$ cat src/rtl/sm_regdump_pkg.sv
// ---------------------------------------------------------------------------
// sm_regdump_pkg
// Shared definitions for the register-dump block: FSM state encodings,
// UART frame length, bytes per dumped word, number of debug registers and a
// byte-select helper for the word/byte mux.
// ---------------------------------------------------------------------------
package sm_regdump_pkg;

    typedef enum logic [2:0] {
        ST_IDLE  = 3'd0,
        ST_ADDR  = 3'd1,
        ST_LATCH = 3'd2,
        ST_SEND  = 3'd3,
        ST_NEXT  = 3'd4,
        ST_DONE  = 3'd5
    } state_t;

    localparam int FRAME_LEN      = 10;   // start + 8 data + stop
    localparam int BYTES_PER_WORD = 4;
    localparam int NUM_REGS       = 32;
    localparam int IDX_W          = $clog2(NUM_REGS);

    // Byte 0 is the most significant byte: words go out MSB byte first.
    function automatic logic [7:0] word_byte(input logic [31:0] w, input logic [1:0] sel);
        logic [7:0] b;
        case (sel)
            2'd0:    b = w[31:24];
            2'd1:    b = w[23:16];
            2'd2:    b = w[15:8];
            default: b = w[7:0];
        endcase
        return b;
    endfunction

endpackage

$ cat src/rtl/sm_regdump_if.sv
// ---------------------------------------------------------------------------
// sm_regdump_if
// Bundles the dump request/status, the CPU debug-register port and the UART
// line of sm_regdump.
//   start   : dump request (to dump engine)
//   regAddr : debug register index (from dump engine)
//   regData : debug register data, combinational on regAddr (to dump engine)
//   tx      : UART 8N1 line, idle high (from dump engine)
//   busy    : dump in progress (from dump engine)
//   done    : one-cycle completion pulse (from dump engine)
// slave  modport: the dump engine; master modport: the CPU/host side.
// ---------------------------------------------------------------------------
interface sm_regdump_if;
    logic        start;
    logic [4:0]  regAddr;
    logic [31:0] regData;
    logic        tx;
    logic        busy;
    logic        done;

    modport slave  (input  start, input  regData,
                    output regAddr, output tx, output busy, output done);
    modport master (output start, output regData,
                    input  regAddr, input  tx, input  busy, input  done);
endinterface

$ cat src/rtl/sm_uart_tx.sv
// ---------------------------------------------------------------------------
// sm_uart_tx
// UART 8N1 serialiser. A byte is taken when valid && ready; the frame is a
// 0 start bit, 8 data bits LSB first and a 1 stop bit, each BAUD_DIV cycles.
//   clk, rst : clock, synchronous active-high reset
//   data     : byte to send
//   valid    : data is offered
//   ready    : serialiser idle, will take data this cycle
//   tx       : serial line, idle high (registered)
// ---------------------------------------------------------------------------
module sm_uart_tx
    import sm_regdump_pkg::*;
#(
    parameter int BAUD_DIV = 434
) (
    input  logic       clk,
    input  logic       rst,
    input  logic [7:0] data,
    input  logic       valid,
    output logic       ready,
    output logic       tx
);

    logic        r_busy;
    logic [15:0] r_baud;
    logic [3:0]  r_bit;     // frame bit currently on the line
    logic [8:0]  r_shift;   // remaining data bits with the stop bit on top
    logic        r_tx;
    logic        w_tick;

    assign w_tick = (r_baud == 16'(BAUD_DIV - 1));

    always_ff @(posedge clk) begin
        if (rst) begin
            r_busy  <= 1'b0;
            r_baud  <= '0;
            r_bit   <= '0;
            r_shift <= '1;
            r_tx    <= 1'b1;
        end else if (!r_busy) begin
            if (valid) begin
                // start bit goes out the same edge the byte is taken
                r_busy  <= 1'b1;
                r_shift <= {1'b1, data};
                r_tx    <= 1'b0;
                r_baud  <= '0;
                r_bit   <= '0;
            end
        end else if (w_tick) begin
            r_baud <= '0;
            if (r_bit == 4'(FRAME_LEN - 1)) begin
                r_busy <= 1'b0;
                r_tx   <= 1'b1;
                r_bit  <= '0;
            end else begin
                r_tx    <= r_shift[0];
                r_shift <= {1'b1, r_shift[8:1]};
                r_bit   <= r_bit + 1'b1;
            end
        end else begin
            r_baud <= r_baud + 1'b1;
        end
    end

    assign ready = !r_busy;
    assign tx    = r_tx;

endmodule

$ cat src/rtl/sm_regdump.sv
// ---------------------------------------------------------------------------
// sm_regdump
// On a start request, reads CPU debug registers 0..31 through the debug port
// and sends each word over UART as 4 bytes, MSB byte first, then pulses done.
//   clk, rst : clock, synchronous active-high reset
//   bus      : sm_regdump_if.slave (start, regAddr, regData, tx, busy, done)
// ---------------------------------------------------------------------------
module sm_regdump
    import sm_regdump_pkg::*;
#(
    parameter int BAUD_DIV = 434
) (
    input  logic           clk,
    input  logic           rst,
    sm_regdump_if.slave    bus
);

    state_t           r_state;
    logic [IDX_W-1:0] r_idx;
    logic [IDX_W-1:0] r_regAddr;
    logic [1:0]       r_byte;
    logic [31:0]      r_word;
    logic             r_busy;
    logic             r_done;

    logic             w_valid;
    logic             w_ready;
    logic [7:0]       w_data;
    logic             w_tx;

    assign w_valid = (r_state == ST_SEND);
    assign w_data  = word_byte(r_word, r_byte);

    sm_uart_tx #(.BAUD_DIV(BAUD_DIV)) u_tx (
        .clk   (clk),
        .rst   (rst),
        .data  (w_data),
        .valid (w_valid),
        .ready (w_ready),
        .tx    (w_tx)
    );

    always_ff @(posedge clk) begin
        if (rst) begin
            r_state   <= ST_IDLE;
            r_idx     <= '0;
            r_regAddr <= '0;
            r_byte    <= '0;
            r_word    <= '0;
            r_busy    <= 1'b0;
            r_done    <= 1'b0;
        end else begin
            r_done <= 1'b0;
            case (r_state)
                ST_IDLE: begin
                    if (bus.start) begin
                        r_state   <= ST_ADDR;
                        r_busy    <= 1'b1;
                        r_regAddr <= r_idx;
                    end
                end
                ST_ADDR:  r_state <= ST_LATCH;
                ST_LATCH: begin
                    // regAddr still holds the index, so regData is this word
                    r_word  <= bus.regData;
                    r_state <= ST_SEND;
                end
                ST_SEND: begin
                    if (w_ready) begin
                        if (r_byte == 2'(BYTES_PER_WORD - 1)) begin
                            r_byte  <= '0;
                            r_state <= ST_NEXT;
                        end else begin
                            r_byte <= r_byte + 1'b1;
                        end
                    end
                end
                ST_NEXT: begin
                    if (r_idx < IDX_W'(NUM_REGS - 1)) begin
                        r_idx     <= r_idx + 1'b1;
                        r_regAddr <= r_idx + 1'b1;
                        r_state   <= ST_ADDR;
                    end else begin
                        r_state <= ST_DONE;
                    end
                end
                ST_DONE: begin
                    // last byte is still on the line; finish only once its
                    // stop bit has gone out
                    if (w_ready) begin
                        r_done    <= 1'b1;
                        r_busy    <= 1'b0;
                        r_idx     <= '0;
                        r_regAddr <= '0;
                        r_state   <= ST_IDLE;
                    end
                end
                default: r_state <= ST_IDLE;
            endcase
        end
    end

    assign bus.regAddr = r_regAddr;
    assign bus.tx      = w_tx;
    assign bus.busy    = r_busy;
    assign bus.done    = r_done;

endmodule

$ cat src/flat_wrapper.sv
// flat-port wrapper written by rule: the top's interface ports become plain ports
module sm_regdump_flat import sm_regdump_pkg::*;
#(
    parameter int BAUD_DIV = 434
)
  (clk, rst, bus_start, bus_regData, bus_regAddr, bus_tx, bus_busy, bus_done);
  sm_regdump_if bus_i ();
  input  logic clk;
  input  logic rst;
  input wire logic [$bits(bus_i.start)-1:0] bus_start;
  input wire logic [$bits(bus_i.regData)-1:0] bus_regData;
  output wire logic [$bits(bus_i.regAddr)-1:0] bus_regAddr;
  output wire logic [$bits(bus_i.tx)-1:0] bus_tx;
  output wire logic [$bits(bus_i.busy)-1:0] bus_busy;
  output wire logic [$bits(bus_i.done)-1:0] bus_done;
  assign bus_i.start = bus_start;
  assign bus_i.regData = bus_regData;
  assign bus_regAddr = bus_i.regAddr;
  assign bus_tx = bus_i.tx;
  assign bus_busy = bus_i.busy;
  assign bus_done = bus_i.done;
  sm_regdump #(.BAUD_DIV(BAUD_DIV)) u_core (.clk(clk), .rst(rst), .bus(bus_i));
endmodule
$ cat config.mk
export PLATFORM = sky130hd
export DESIGN_NAME = sm_regdump_flat
export DESIGN_NICKNAME = d
export VERILOG_FILES = /design/src/rtl/sm_regdump_pkg.sv /design/src/rtl/sm_regdump_if.sv /design/src/rtl/sm_uart_tx.sv /design/src/rtl/sm_regdump.sv /design/src/flat_wrapper.sv
export SDC_FILE = /design/constraint.sdc
export NUM_CORES = 1
export LEC_CHECK = 0
export ABC_AREA = 0
export CAP_MARGIN = 20
export CORE_ASPECT_RATIO = 0.8
export CORE_MARGIN = 1.5
export CORE_UTILIZATION = 58
export CTS_BUF_LIST = sky130_fd_sc_hd__clkbuf_2 sky130_fd_sc_hd__clkbuf_4 sky130_fd_sc_hd__clkbuf_8
export CTS_CLUSTER_SIZE = 25
export DETAILED_ROUTE_END_ITERATION = 12
export PLACE_DENSITY = 0.82
export SYNTH_ARGS = -nofsm -noshare
export SYNTH_HDL_FRONTEND = slang
export SYNTH_SLANG_ARGS = --single-unit
$ cat constraint.sdc
create_clock -name clk -period 2.1 [get_ports clk]
set_clock_uncertainty 0.15 [all_clocks]
set_input_delay 0.315 -clock clk [delete_from_list [all_inputs] [get_ports clk]]
set_output_delay 0.315 -clock clk [all_outputs]
set_load 0.005 [all_outputs]
==> flow_metrics.py, run 1 <==
metrics = {
    "run_status": {
        "status": "complete, no violations",
    },
    "timing": {
        "whs_ps": 248,
        "period_share": 0.917,
        "rsz0062_at_grt": "false",
        "hold_viol": 0,
        "relSlewSlack": 0.560,
        "worst_pin_slew_ps": 660,
        "period_needed_ps": 1930,
        "clock.fmax_mhz": 519,
        "slew_viol_final": 0,
        "fin_setup_tns_ps": 0,
        "setup_viol": 0,
    },
    "critical_path": {
        "cp.required_ps": 2230,
        "cp.arrival_ps": 2060,
        "worstReg2RegStart": "u_core.r_byte[0]",
        "r2r_slack_ps": 170,
        "r2r-end": "u_core.u_tx.r_shift[1]",
        "critical_path_peak_fanout": 18,
        "critPathCaptureType": "flop",
        "start_kind": "flop",
        "path_class": "reg2reg",
        "rr_worst_depth": 5,
    },
    "synthesis": {
        "synth_area_sq_um": 3640,
        "synth_cells": 456,
        "yosysSeqAreaShare": 0.435,
        "synthDistinctLibCells": 52,
        "ys_warn_count": 0,
        "synth-edff-count": 0,
        "synth_ff_type": "dfxtp_1",
        "syn_nets": 500,
        "async_flop_share": 0,
        "syn_avg_cell_area_sq_um": 7.98,
        "synth_top_area_cell": "dfxtp_1",
        "yosysTopAreaCellShare": 0.435,
        "synthTopCellsByArea": "dfxtp_1 43%, a21oi_1 9.1%, nand2_1 8.6%",
        "ys_ff_latch": 79,
    },
    "hold_path": {
        "hold_end": "u_core.u_tx.tx",
        "min_path_type": "in2reg",
        "hp-start": "rst",
        "hold_path_depth": 3,
    },
    "route": {
        "dr.pass1.iters": 5,
        "wl_per_cell_um": 14.6,
        "initialDrtViolationCount": 291,
        "ant_nets": 0,
        "totalWireLength_um": 8430,
        "drcViolationCount": 0,
        "via_per_inst": 5.85,
        "via_count": 3380,
    },
    "cells_and_area": {
        "drive_above_1_share": 0.0744,
        "area_growth_pct": 20.3,
        "nNetsFinal": 536,
        "fin_area_sq_um": 4370,
        "utilization": 0.732,
        "mostFrequentLayoutCells": "83 x nand2_1, 78 x dfxtp_1, 66 x a21oi_1, 41 x clkdlybuf4s50_1, 23 x nor2_1",
        "n_antenna_cell": 0,
        "stdcell_count": 578,
        "layout_commonest_cell": "nand2_1",
    },
    "die": {
        "num_rows": 25,
        "pin_count": 43,
        "die_h_um": 73.8,
        "die_area_sq_um": 6760,
        "start_util": 0.609,
        "core_sq_um": 5970,
        "die_width_um": 91.5,
    },
    "pwr": {
        "vdd.ir_drop.worst_mv": 0.845,
        "leakagePower_nw": 1.53,
        "powerDensity_nw_per_um2": 707,
    },
    "placed_design": {
        "place_congestion": 0.919,
        "hpwlAfterDp_um": 5690,
        "dpl_cell_area_sq_um": 4130,
        "place_inst": 561,
        "portBuffers": 42,
    },
    "global_routing": {
        "grt_pass1_vias": 2933,
        "grt_util_all_layers": 0.255,
        "grt_max_degree": 70,
        "grt_overflow": 0,
        "grt_antenna_before_repair": 0,
        "grt_pass1_wl_um": 13700,
    },
    "run": {
        "max-cap-violations": 0,
    },
    "cts": {
        "cts_tree": "built",
        "cts_htree_levels": 3,
        "insertion_delay_ps": 340,
        "clkTransAtPathRegs_ps": 80,
        "ctsRootBufferMaster": "clkbuf_8",
        "cts_buffer_depth": 2,
        "clock_sinks": 79,
        "ctsHoldBuffers": 0,
        "cts_buffers": 9,
    },
}
[worst max path at each step]
| stage | start | endpoint | slack, ps | depth (start not counted) |
|---|---|---|---|---|
| 2_1_floorplan | u_core.u_tx.r_baud[0] | u_core.u_tx.r_bit[3] | 200 | 7 |
| 3_3_place_gp | u_core.u_tx.r_baud[0] | u_core.u_tx.r_bit[3] | 160 | 6 |
| 3_5_place_dp | u_core.u_tx.r_baud[0] | u_core.u_tx.r_bit[3] | 70 | 6 |
| 4_1_cts | u_core.u_tx.r_baud[0] | u_core.u_tx.r_bit[3] | 50 | 6 |
| 5_1_grt | u_core.u_tx.r_baud[2] | u_core.u_tx.r_baud[15] | 30 | 5 |
| 6_report | u_core.r_byte[0] | u_core.u_tx.r_shift[1] | 170 | 5 |
[layout make-up]
cell class	instances	area, sq um
Tap cell	81	101
Sequential cell	79	1580
Inverter	16	60.1
Fill cell	452	1600
Timing Repair Buffer	54	536
Clock inverter	3	40.0
Multi-Input combinational cell	332	1880
Clock buffer	13	173
[per-layer routing]
| metal | GRT usage | up-vias | share of wire |
|---|---|---|---|
| li1 | - | 1699 | - |
| met1 | 0.350 | 1526 | 0.47 |
| met2 | 0.392 | 144 | 0.45 |
| met3 | 0.0694 | 11 | 0.077 |
| met4 | 0.0799 | 0 | 0.010 |
| met5 | 0 | - | 0 |
[synthesized netlist by cell type (2+ instances only)]
library cell / n
mux2i_1: 2
o2bb2ai_1: 2
a21oi_1: 66
a221oi_1: 7
a311oi_1: 2
nor3b_1: 3
o22a_1: 2
xor2_1: 3
and3_1: 5
dfxtp_1: 79
a22oi_1: 7
nand2b_1: 7
a211oi_1: 12
clkbuf_1: 23
a31oi_1: 8
buf_2: 2
nand4_1: 2
a21o_1: 3
nor2b_1: 6
and2_1: 3
a2111oi_0: 2
inv_1: 16
o21ai_0: 15
ha_1: 9
nor4_1: 5
nand3_1: 15
or3_1: 2
nor3_1: 15
buf_1: 2
nand3b_1: 5
nor2_1: 23
nand2_1: 83
[worst max-delay path: stages (launching register included)]
cell and delay [ps]:
dfxtp_1 410, ha_1 610, a21oi_1 100, a221oi_1 380, a211oi_1 80, a21oi_1 140
[registers in the layout, indices dropped and copies added, names as in the netlist]
| name | count |
|---|---|
| u_core.u_tx.r_bit | 4 |
| u_core.bus.busy | 1 |
| u_core.r_word | 32 |
| u_core.r_byte | 2 |
| u_core.u_tx.tx | 1 |
| u_core.r_state | 3 |
| u_core.r_idx | 5 |
| u_core.u_tx.r_shift | 8 |
| u_core.u_tx.r_baud | 16 |
| u_core.u_tx.r_busy | 1 |
| u_core.bus.regAddr | 5 |
| u_core.bus.done | 1 |
[report_power, final]
part | internal (mW) | switching (mW) | total (mW)
registers | 1.56 | 0.0427 | 1.60
logic | 0.162 | 0.162 | 0.325
clock network | 0.656 | 0.515 | 1.17
total | 2.37 | 0.721 | 3.09
[kinds of logic (layout without fill, tap and decap cells)]
kind of cell	count (synthesis)	after routing	synth area share
and+or+nand+nor	182	182	0.241
AOI/OAI and AO/OA	136	136	0.230
DFF	79	79	0.435
buffers and inverters	45	86	0.0502
adders and majority gates	9	9	0.0310
xor gates and xnor gates	3	3	0.00723
muxes	2	2	0.00550
[timing repair]
item | in CTS | in global routing
endpoints found under the setup margin | 0 | 3
hold endpoints to repair | 0 | 0
setup buffers | 0 | 0
resized for setup | 0 | 4
[per-stage QoR]
step | setup slack, ps | power, mW
3_5_place_dp | 67.8 | 1.94
5_1_grt | 26.4 | 3.22
4_1_cts | 49.5 | 3.10
6_report | 174 | 3.09
2_1_floorplan | 199 | 1.80
3_3_place_gp | 161 | 1.94
Note: power is estimated with default switching activity, not from simulation.
==> inputs of run 2 (changes only) <==
Settings changed: CORE_MARGIN 1.5 to not set.
==> flow_metrics.py, run 2 (synthesis results as in run 1) <==
metrics = {
    "run_status": {
        "status": "complete, no violations",
    },
    "global_routing": {
        "grt_util_met3": 0.0667,
        "grt_util_all_layers": 0.265,
        "grt_pass1_vias": 3030,
        "grt.busiest_layer": "met2",
        "grt_use_met1": 0.356,
        "grt_pass1_wl_um": 14000,
        "grt_util_met2": 0.409,
        "grt_overflow": 0,
        "grt_max_degree": 70,
        "grt_antenna_before_repair": 0,
    },
    "timing": {
        "period_needed_ps": 2040,
        "clock.fmax_mhz": 490,
        "slew_viol_final": 0,
        "whs_ps": 211,
        "worst_pin_slew_ps": 463,
        "fin_setup_tns_ps": 0,
        "relSlewSlack": 0.683,
        "period_share": 0.973,
        "hold_viol": 0,
        "setup_viol": 0,
    },
    "cells_and_area": {
        "area_growth_pct": 21.0,
        "n_antenna_cell": 0,
        "mostFrequentLayoutCells": "83 x nand2_1, 78 x dfxtp_1, 66 x a21oi_1, 41 x clkdlybuf4s50_1, 23 x nor2_1",
        "layout_commonest_cell": "nand2_1",
        "top_register": "u_core.r_word",
        "seq_area_sq_um": 1580,
        "stdcell_count": 578,
        "largestRegisters": "u_core.r_word x32, u_core.u_tx.r_baud x16, u_core.u_tx.r_shift x8",
        "largest_reg_flops": 32,
        "fin_area_sq_um": 4400,
        "nNetsFinal": 536,
        "fillers": 479,
        "multiInputGateArea_sq_um": 1890,
        "drive_above_1_share": 0.0765,
    },
    "die": {
        "die_width_um": 90.5,
        "die_area_sq_um": 6590,
        "num_rows": 25,
        "start_util": 0.609,
        "die_h_um": 72.8,
        "core_sq_um": 5970,
        "pin_count": 43,
    },
    "cts": {
        "cts_buffer_depth": 2,
        "cts_htree_levels": 3,
        "cts_tree": "built",
        "ctsRootBufferMaster": "clkbuf_8",
        "insertion_delay_ps": 350,
        "cts_buffers": 9,
        "clkTransAtPathRegs_ps": 80,
        "clock_sinks": 79,
    },
    "run": {
        "max-cap-violations": 0,
    },
    "route": {
        "totalWireLength_um": 8390,
        "drcViolationCount": 0,
        "via_per_inst": 5.97,
        "ant_nets": 0,
        "dr.pass1.iters": 5,
        "via_count": 3453,
        "initialDrtViolationCount": 299,
        "wl_per_cell_um": 14.5,
    },
    "critical_path": {
        "critPathCaptureType": "flop",
        "path_class": "reg2reg",
        "critical_path_peak_fanout": 7,
        "start_kind": "flop",
        "slowest_delay_ps": 400,
        "cp.arrival_ps": 2170,
        "worstPathBufferInverterCount": 1,
        "cp.required_ps": 2220,
        "critPathLaunch": "u_core.u_tx.r_baud[1]",
        "cp_cell_sequence": "inv_1 -> ha_1 -> nor4b_4 -> nand4_2 -> nand2b_4 -> or3_1 -> a31oi_1",
        "worstReg2RegStart": "u_core.u_tx.r_baud[1]",
        "slowest_stage": "or3_1",
        "cp_top_family": "simple AND/OR/NAND/NOR gates",
    },
    "placed_design": {
        "hpwlAfterDp_um": 5590,
        "dpl_cell_area_sq_um": 4120,
        "place_congestion": 0.921,
        "portBuffers": 42,
        "place_inst": 560,
    },
    "pwr": {
        "powerDensity_nw_per_um2": 725,
        "vdd.ir_drop.worst_mv": 0.422,
        "leakagePower_nw": 1.53,
        "p_total_mw": 3.19,
    },
    "hold_path": {
        "hp-start": "rst",
        "min_path_type": "in2reg",
    },
}
## run 2: per-stage QoR
step           worst slack [ps]   util
5_1_grt                   -35.8  0.737
6_report                   57.7  0.737
2_1_floorplan               199      -
3_5_place_dp               46.2  0.689
3_3_place_gp                162  0.689
4_1_cts                    10.1  0.729
## run 2: final timing paths
path                               end  slack, ps  cells after the start
setup reg to reg  u_core.u_tx.r_bit[3]         60                      7
hold / removal          u_core.u_tx.tx        210                      3
hold reg to reg       u_core.r_word[1]        310                      2
setup / recovery  u_core.u_tx.r_bit[3]         60                      7
## run 2: cell type report
| type | instances | area share |
|---|---|---|
| clock buffer | 11 | 0.0330 |
| clock inverter | 5 | 0.0185 |
| inverter | 16 | 0.0136 |
| multi-input combinational | 332 | 0.430 |
| sequential | 79 | 0.360 |
| tap | 81 | 0.0230 |
| timing repair buffer | 54 | 0.122 |
## run 2: worst reg2reg max path, stage by stage (launching register included)
cell	delay [ps]
dfxtp_1	350
inv_1	90
ha_1	150
nor4b_4	220
nand4_2	190
nand2b_4	220
or3_1	400
a31oi_1	200
## run 2: what timing repair did
| item | in CTS | in global routing |
|---|---|---|
| hold buffers | 0 | 0 |
| setup buffers | 1 | 0 |
| pin swaps | 1 | 1 |
| gates resized for setup | 1 | 4 |
| endpoints found under the setup margin | 1 | 15 |
| endpoints found under the hold margin | 0 | 0 |
## run 2: where the power goes
group          internal (mW)  total [mW]  switching, mW
clock network          0.715        1.27          0.551
registers               1.55        1.60         0.0415
logic                  0.164       0.329          0.165
## run 2: layer usage
layer | routed length (um) | vias to the layer above
met1 | 3880 | 1603
met3 | 621 | 12
met2 | 3790 | 138
met5 | 0 | -
li1 | - | 1700
met4 | 96 | 0
